File: config.mk
export PLATFORM = sky130hd
export DESIGN_NAME = pipelined_barrel_shifter
export DESIGN_NICKNAME = d
export VERILOG_FILES = /design/src/rtl/pipelined_barrel_shifter.sv
export SDC_FILE = /design/constraint.sdc
export NUM_CORES = 1
export LEC_CHECK = 0
export BUFFER_PORTS_ARGS = -buffer_cell sky130_fd_sc_hd__buf_2
export CAP_MARGIN = 20
export CELL_PAD_IN_SITES_DETAIL_PLACEMENT = 1
export CELL_PAD_IN_SITES_GLOBAL_PLACEMENT = 1
export CORE_ASPECT_RATIO = 2
export CORE_UTILIZATION = 45
export DETAILED_ROUTE_END_ITERATION = 7
export PLACE_DENSITY_LB_ADDON = 0.2
export SYNTH_ARGS = -nofsm -noshare
export SYNTH_HDL_FRONTEND = slang
export SYNTH_SLANG_ARGS = --single-unit
File: constraint.sdc
create_clock -name clk_i -period 6.9 [get_ports clk_i]
set_input_delay 0 -clock clk_i [delete_from_list [all_inputs] [get_ports clk_i]]
set_output_delay 0 -clock clk_i [all_outputs]
set_load 0.03 [all_outputs]
File: src/rtl/pipelined_barrel_shifter.sv
// Multi-mode barrel shifter with one registered stage per amount bit and a
// global-stall valid/ready handshake (ROL, ROR, SLL, SRL, SRA; reserved modes pass through).
module pipelined_barrel_shifter #(
    parameter  int unsigned WIDTH = 32,
    localparam int unsigned AMT_W = $clog2(WIDTH)
) (
    input  logic             clk_i,
    input  logic             rst_i,
    input  logic             valid_i,
    output logic             ready_o,
    input  logic [WIDTH-1:0] a_i,
    input  logic [AMT_W-1:0] amt_i,
    input  logic [2:0]       mode_i,
    output logic             valid_o,
    input  logic             ready_i,
    output logic [WIDTH-1:0] y_o
);

    localparam int unsigned NUM_STAGES = AMT_W;
    localparam int unsigned NUM_MID    = NUM_STAGES - 1;

    localparam logic [2:0] MODE_ROL = 3'b000;
    localparam logic [2:0] MODE_ROR = 3'b001;
    localparam logic [2:0] MODE_SLL = 3'b010;
    localparam logic [2:0] MODE_SRL = 3'b011;
    localparam logic [2:0] MODE_SRA = 3'b100;

    // Beat travelling between stages; amt is pre-shifted so bit 0 always
    // belongs to the stage about to consume it.
    typedef struct packed {
        logic [WIDTH-1:0] data;
        logic [AMT_W-1:0] amt;
        logic [2:0]       mode;
        logic             sign;
    } beat_t;

    beat_t                 mid_q     [NUM_MID];
    logic [NUM_STAGES-1:0] vld_q;
    logic [WIDTH-1:0]      y_q;

    beat_t                 src       [NUM_STAGES];
    logic [NUM_STAGES-1:0] src_vld;
    logic [WIDTH-1:0]      step_data [NUM_STAGES];
    logic                  advance;

    // Fixed-distance shift/rotate applied by one stage; sign is the original operand MSB.
    function automatic logic [WIDTH-1:0] shift_step(
        input logic [WIDTH-1:0] d,
        input logic [2:0]       mode,
        input logic             sign,
        input int unsigned      sh
    );
        logic [WIDTH-1:0] ones;
        logic [WIDTH-1:0] res;
        ones = '1;
        case (mode)
            MODE_ROL: res = (d << sh) | (d >> (WIDTH - sh));
            MODE_ROR: res = (d >> sh) | (d << (WIDTH - sh));
            MODE_SLL: res = d << sh;
            MODE_SRL: res = d >> sh;
            MODE_SRA: res = (d >> sh) | (sign ? ~(ones >> sh) : '0);
            default:  res = d;
        endcase
        return res;
    endfunction

    assign advance = ~vld_q[NUM_STAGES-1] | ready_i;
    assign ready_o = advance;
    assign valid_o = vld_q[NUM_STAGES-1];
    assign y_o     = y_q;
    assign src_vld = {vld_q[NUM_STAGES-2:0], valid_i};

    // Stage inputs: head beat zeroed when idle so no X ever enters the pipe.
    always_comb begin
        src[0] = '0;
        if (valid_i) begin
            src[0].data = a_i;
            src[0].amt  = amt_i;
            src[0].mode = mode_i;
            src[0].sign = a_i[WIDTH-1];
        end
        for (int unsigned k = 1; k < NUM_STAGES; k++) begin
            src[k] = mid_q[k-1];
        end
    end

    always_comb begin
        for (int unsigned k = 0; k < NUM_STAGES; k++) begin
            step_data[k] = src[k].data;
            if (src[k].amt[0]) begin
                step_data[k] = shift_step(src[k].data, src[k].mode, src[k].sign, 32'd1 << k);
            end
        end
    end

    // All stages move together or hold together; bubbles are not squeezed out.
    always_ff @(posedge clk_i) begin
        if (rst_i) begin
            for (int unsigned k = 0; k < NUM_MID; k++) begin
                mid_q[k] <= '0;
            end
            vld_q <= '0;
            y_q   <= '0;
        end else if (advance) begin
            for (int unsigned k = 0; k < NUM_MID; k++) begin
                mid_q[k].data <= step_data[k];
                mid_q[k].amt  <= src[k].amt >> 1;
                mid_q[k].mode <= src[k].mode;
                mid_q[k].sign <= src[k].sign;
            end
            vld_q <= src_vld;
            y_q   <= step_data[NUM_STAGES-1];
        end
    end

endmodule

==> results.md <==
- Status: finished, final reports clean
- Mapped Nets: 1240
- Share of layout cells above drive strength 1: 11.8%
- DRC Markers: 0
- IO Count: 78
- TritonRoute pass-1 iters: 4
- Site Rows: a little under 80
- Antenna cells: 0
- CP required: 6990 ps
- Drt via density: 6.04
- Most common cell in the synthesized netlist: o21ai_0
- Die Span Y: 219 um
- Top area cells in the synthesized netlist: edfxtp_1 44%, o21ai_0 15%, dfxtp_1 7.0%
- Comb power frac: 11.1%
- Number of vias in the routed layout: 9333
- Psw: slightly below 0.7 mW
- Tmin final: around 3000 ps
- Sequential share of power: 51.3%
- Critical path peak fanout: 83
- Worst Tran Pin Value: 1090 ps
- Initial Util: a little under half
- Mapped Cells: approximately 1200
- CP startpoint kind: register
- Syn Std Cell Area: ~11000 um^2
- Detailed Route WL: roughly 30000 um
- Grt total ovfl: 0
- CP arrival: just over 3000 ps
- Initial DRC count: about 500
- # setup viols final: 0
- Largest area contributor in the netlist: edfxtp_1
- Largest net degree at the start of global routing: 84
- Dpl hpwl: 21700 um
- Syn-to-layout area delta: 15.1%
- PostCTS Resize Cnt: 0
- Synth Flop Type: edfxtp_1
- Async set or reset register ratio after synthesis: 0%
- Avg Cell Area, Syn: 8.82 um^2
- Die X: 110 um
- Slew Limit Fails: 0
- Cts bufs inserted: 17
- Period Utilization, post-route: 43.1%
- Setup TNS: 0 ps
- Post-synth EDFFs: 154
- P_leak: 4.56 nW
- Synth Warn #: 0
- RSZ-0062 raised after global routing: no
- GP Congestion: ~0.9
- IO buf count: slightly below 80
- Core area: around 23000 um^2
- Count of cell types in the netlist: 36
- Internal Power: just under 2 mW
- Clk network pwr share: between 30% and 40%
- Post-DRT Antenna Nets: 0
- Switching Share: 25.4%
- Relative slew margins: between 20% and 30%
- Post-synthesis sequential area ratio: 50.8%
- Seq cells post-synth: between 150 and 200
- PD cells: between 200 and 250 nW/um^2
- Clock-pin slew on the worst setup and hold paths: ~70 ps
- Max-capacitance violation count: 0
- Critical Path End Type: register
- Clk sinks: 191
- Die ar.: around 24000 um^2
- Type of the worst min-delay path: in -> reg
- Hold Vio Cnt, Final: 0
- Post-layout nets: 1297
- Post-synth top area share: 43.8%
- Worst skew pair latency: around 460 ps
- Root buf cell: clkbuf_16
- TritonCTS clock tree: built
- Initial antenna violation count: 0
- Synth top cells by count: 311 x o21ai_0, 154 x edfxtp_1, 131 x nor2_1
- Routed wire per std cell: between 15 and 20 um
- CP Class: reg -> reg
- GRT Total Usage: 26.8%
- Skew final: approximately 9 ps
- Peak VDD IR: 0.000183 V
- Vias in the first global route: between 9000 and 10000
- Final core utilization: a little over half
- First-pass GRT wire length: 49200 um
- H-tree level count: 4
- CTS max path bufs: 2
- Fmax: around 0.34 GHz
-- power by group through the flow --
| stage | combinational (mW) | clock (mW) | sequential (mW) |
|---|---|---|---|
| 6_report | 0.293 | 0.998 | 1.36 |
| 2_1_floorplan | 0.185 | 0 | 1.36 |
| 3_3_place_gp | 0.255 | 0 | 1.38 |
| 5_1_grt | 0.325 | 1.05 | 1.36 |
| 4_1_cts | 0.290 | 1.02 | 1.36 |
| 3_5_place_dp | 0.263 | 0 | 1.38 |
-- registers in the layout, indices dropped and copies added, names as in the netlist --
name and count:
mid_q 154, vld_q 5, y_o 32
-- cell families (layout without fill, tap and decap cells) --
family,after synthesis,in the layout,share of synthesized area (%)
compound gates,556,556,29.8
buf+inv,128,198,5.03
flops,191,191,50.8
mux,4,4,0.415
simple gates,317,317,13.9
-- cells in the final DEF (no fill, tap or decap), types with 2 or more instances in the layout --
cell	count
inv_1	13
clkbuf_8	2
dfxtp_1	37
a21oi_1	60
mux2_2	3
o32ai_1	2
o21ai_0	311
a22oi_1	16
o21ai_1	33
o22a_1	12
dlygate4sd3_1	59
clkinv_4	2
a31oi_1	86
edfxtp_1	154
o221a_2	13
clkinv_2	2
inv_6	2
clkbuf_4	3
o21a_1	16
nand2b_1	6
and2_1	33
nor2b_1	50
buf_2	77
nand2_1	89
clkbuf_16	20
buf_4	15
o31ai_1	3
nor2_1	130
-- what timing repair did --
action                                 in CTS  in global routing
endpoints found under the hold margin      43                  0
setup buffers                               0                  0
hold buffers                               59                  0
-- worst max-delay path, stage by stage, from the launching register on --
cell     delay [ps]
dfxtp_1         320
nor2b_1         610
inv_1           280
nor2_2          140
buf_4           330
inv_6           320
buf_4           510
-- routing by layer --
layer / global-route usage, % / vias to the layer above / share of wire [%]
li1: - / 4480 / -
met1: 22.8 / 4595 / 33
met2: 54.3 / 192 / 60
met3: 3.79 / 66 / 2.3
met4: 16.4 / 0 / 5.0
met5: 0 / - / 0
-- cell type report --
class                           count  area [um^2]
Clock inverter                      6         42.5
Inverter                           14         57.6
Multi-Input combinational cell    877         4670
Tap cell                          280          350
Timing Repair Buffer              152         1100
Sequential cell                   191         5370
Clock buffer                       26          554
Fill cell                        2654        10700
-- stage by stage --
stage	instance area [um^2]	cells	setup slack [ps]	hold slack, ps	total power, mW
after CTS	12100	1545	3880	144	2.67
after global routing	12100	1546	3680	216	2.74
final	12100	1546	3930	155	2.65
after detailed placement	10900	1454	3890	285	1.65
after global placement	10900	1454	3990	284	1.64
after floorplan	10600	1196	2060	140	1.55
-- final timing paths --
| kind | startpoint | endpoint | slack (ps) | cells after the start |
|---|---|---|---|---|
| hold / removal | a_i[0] | mid_q[0][9] | 160 | 4 |
| setup / recovery | vld_q[4] | mid_q[1][28] | 3930 | 6 |
| setup reg to reg | vld_q[4] | mid_q[1][28] | 3930 | 6 |
| hold reg to reg | y_o[23] | y_o[23] | 440 | 2 |
No activity file was read; power rests on OpenSTA's default activity.
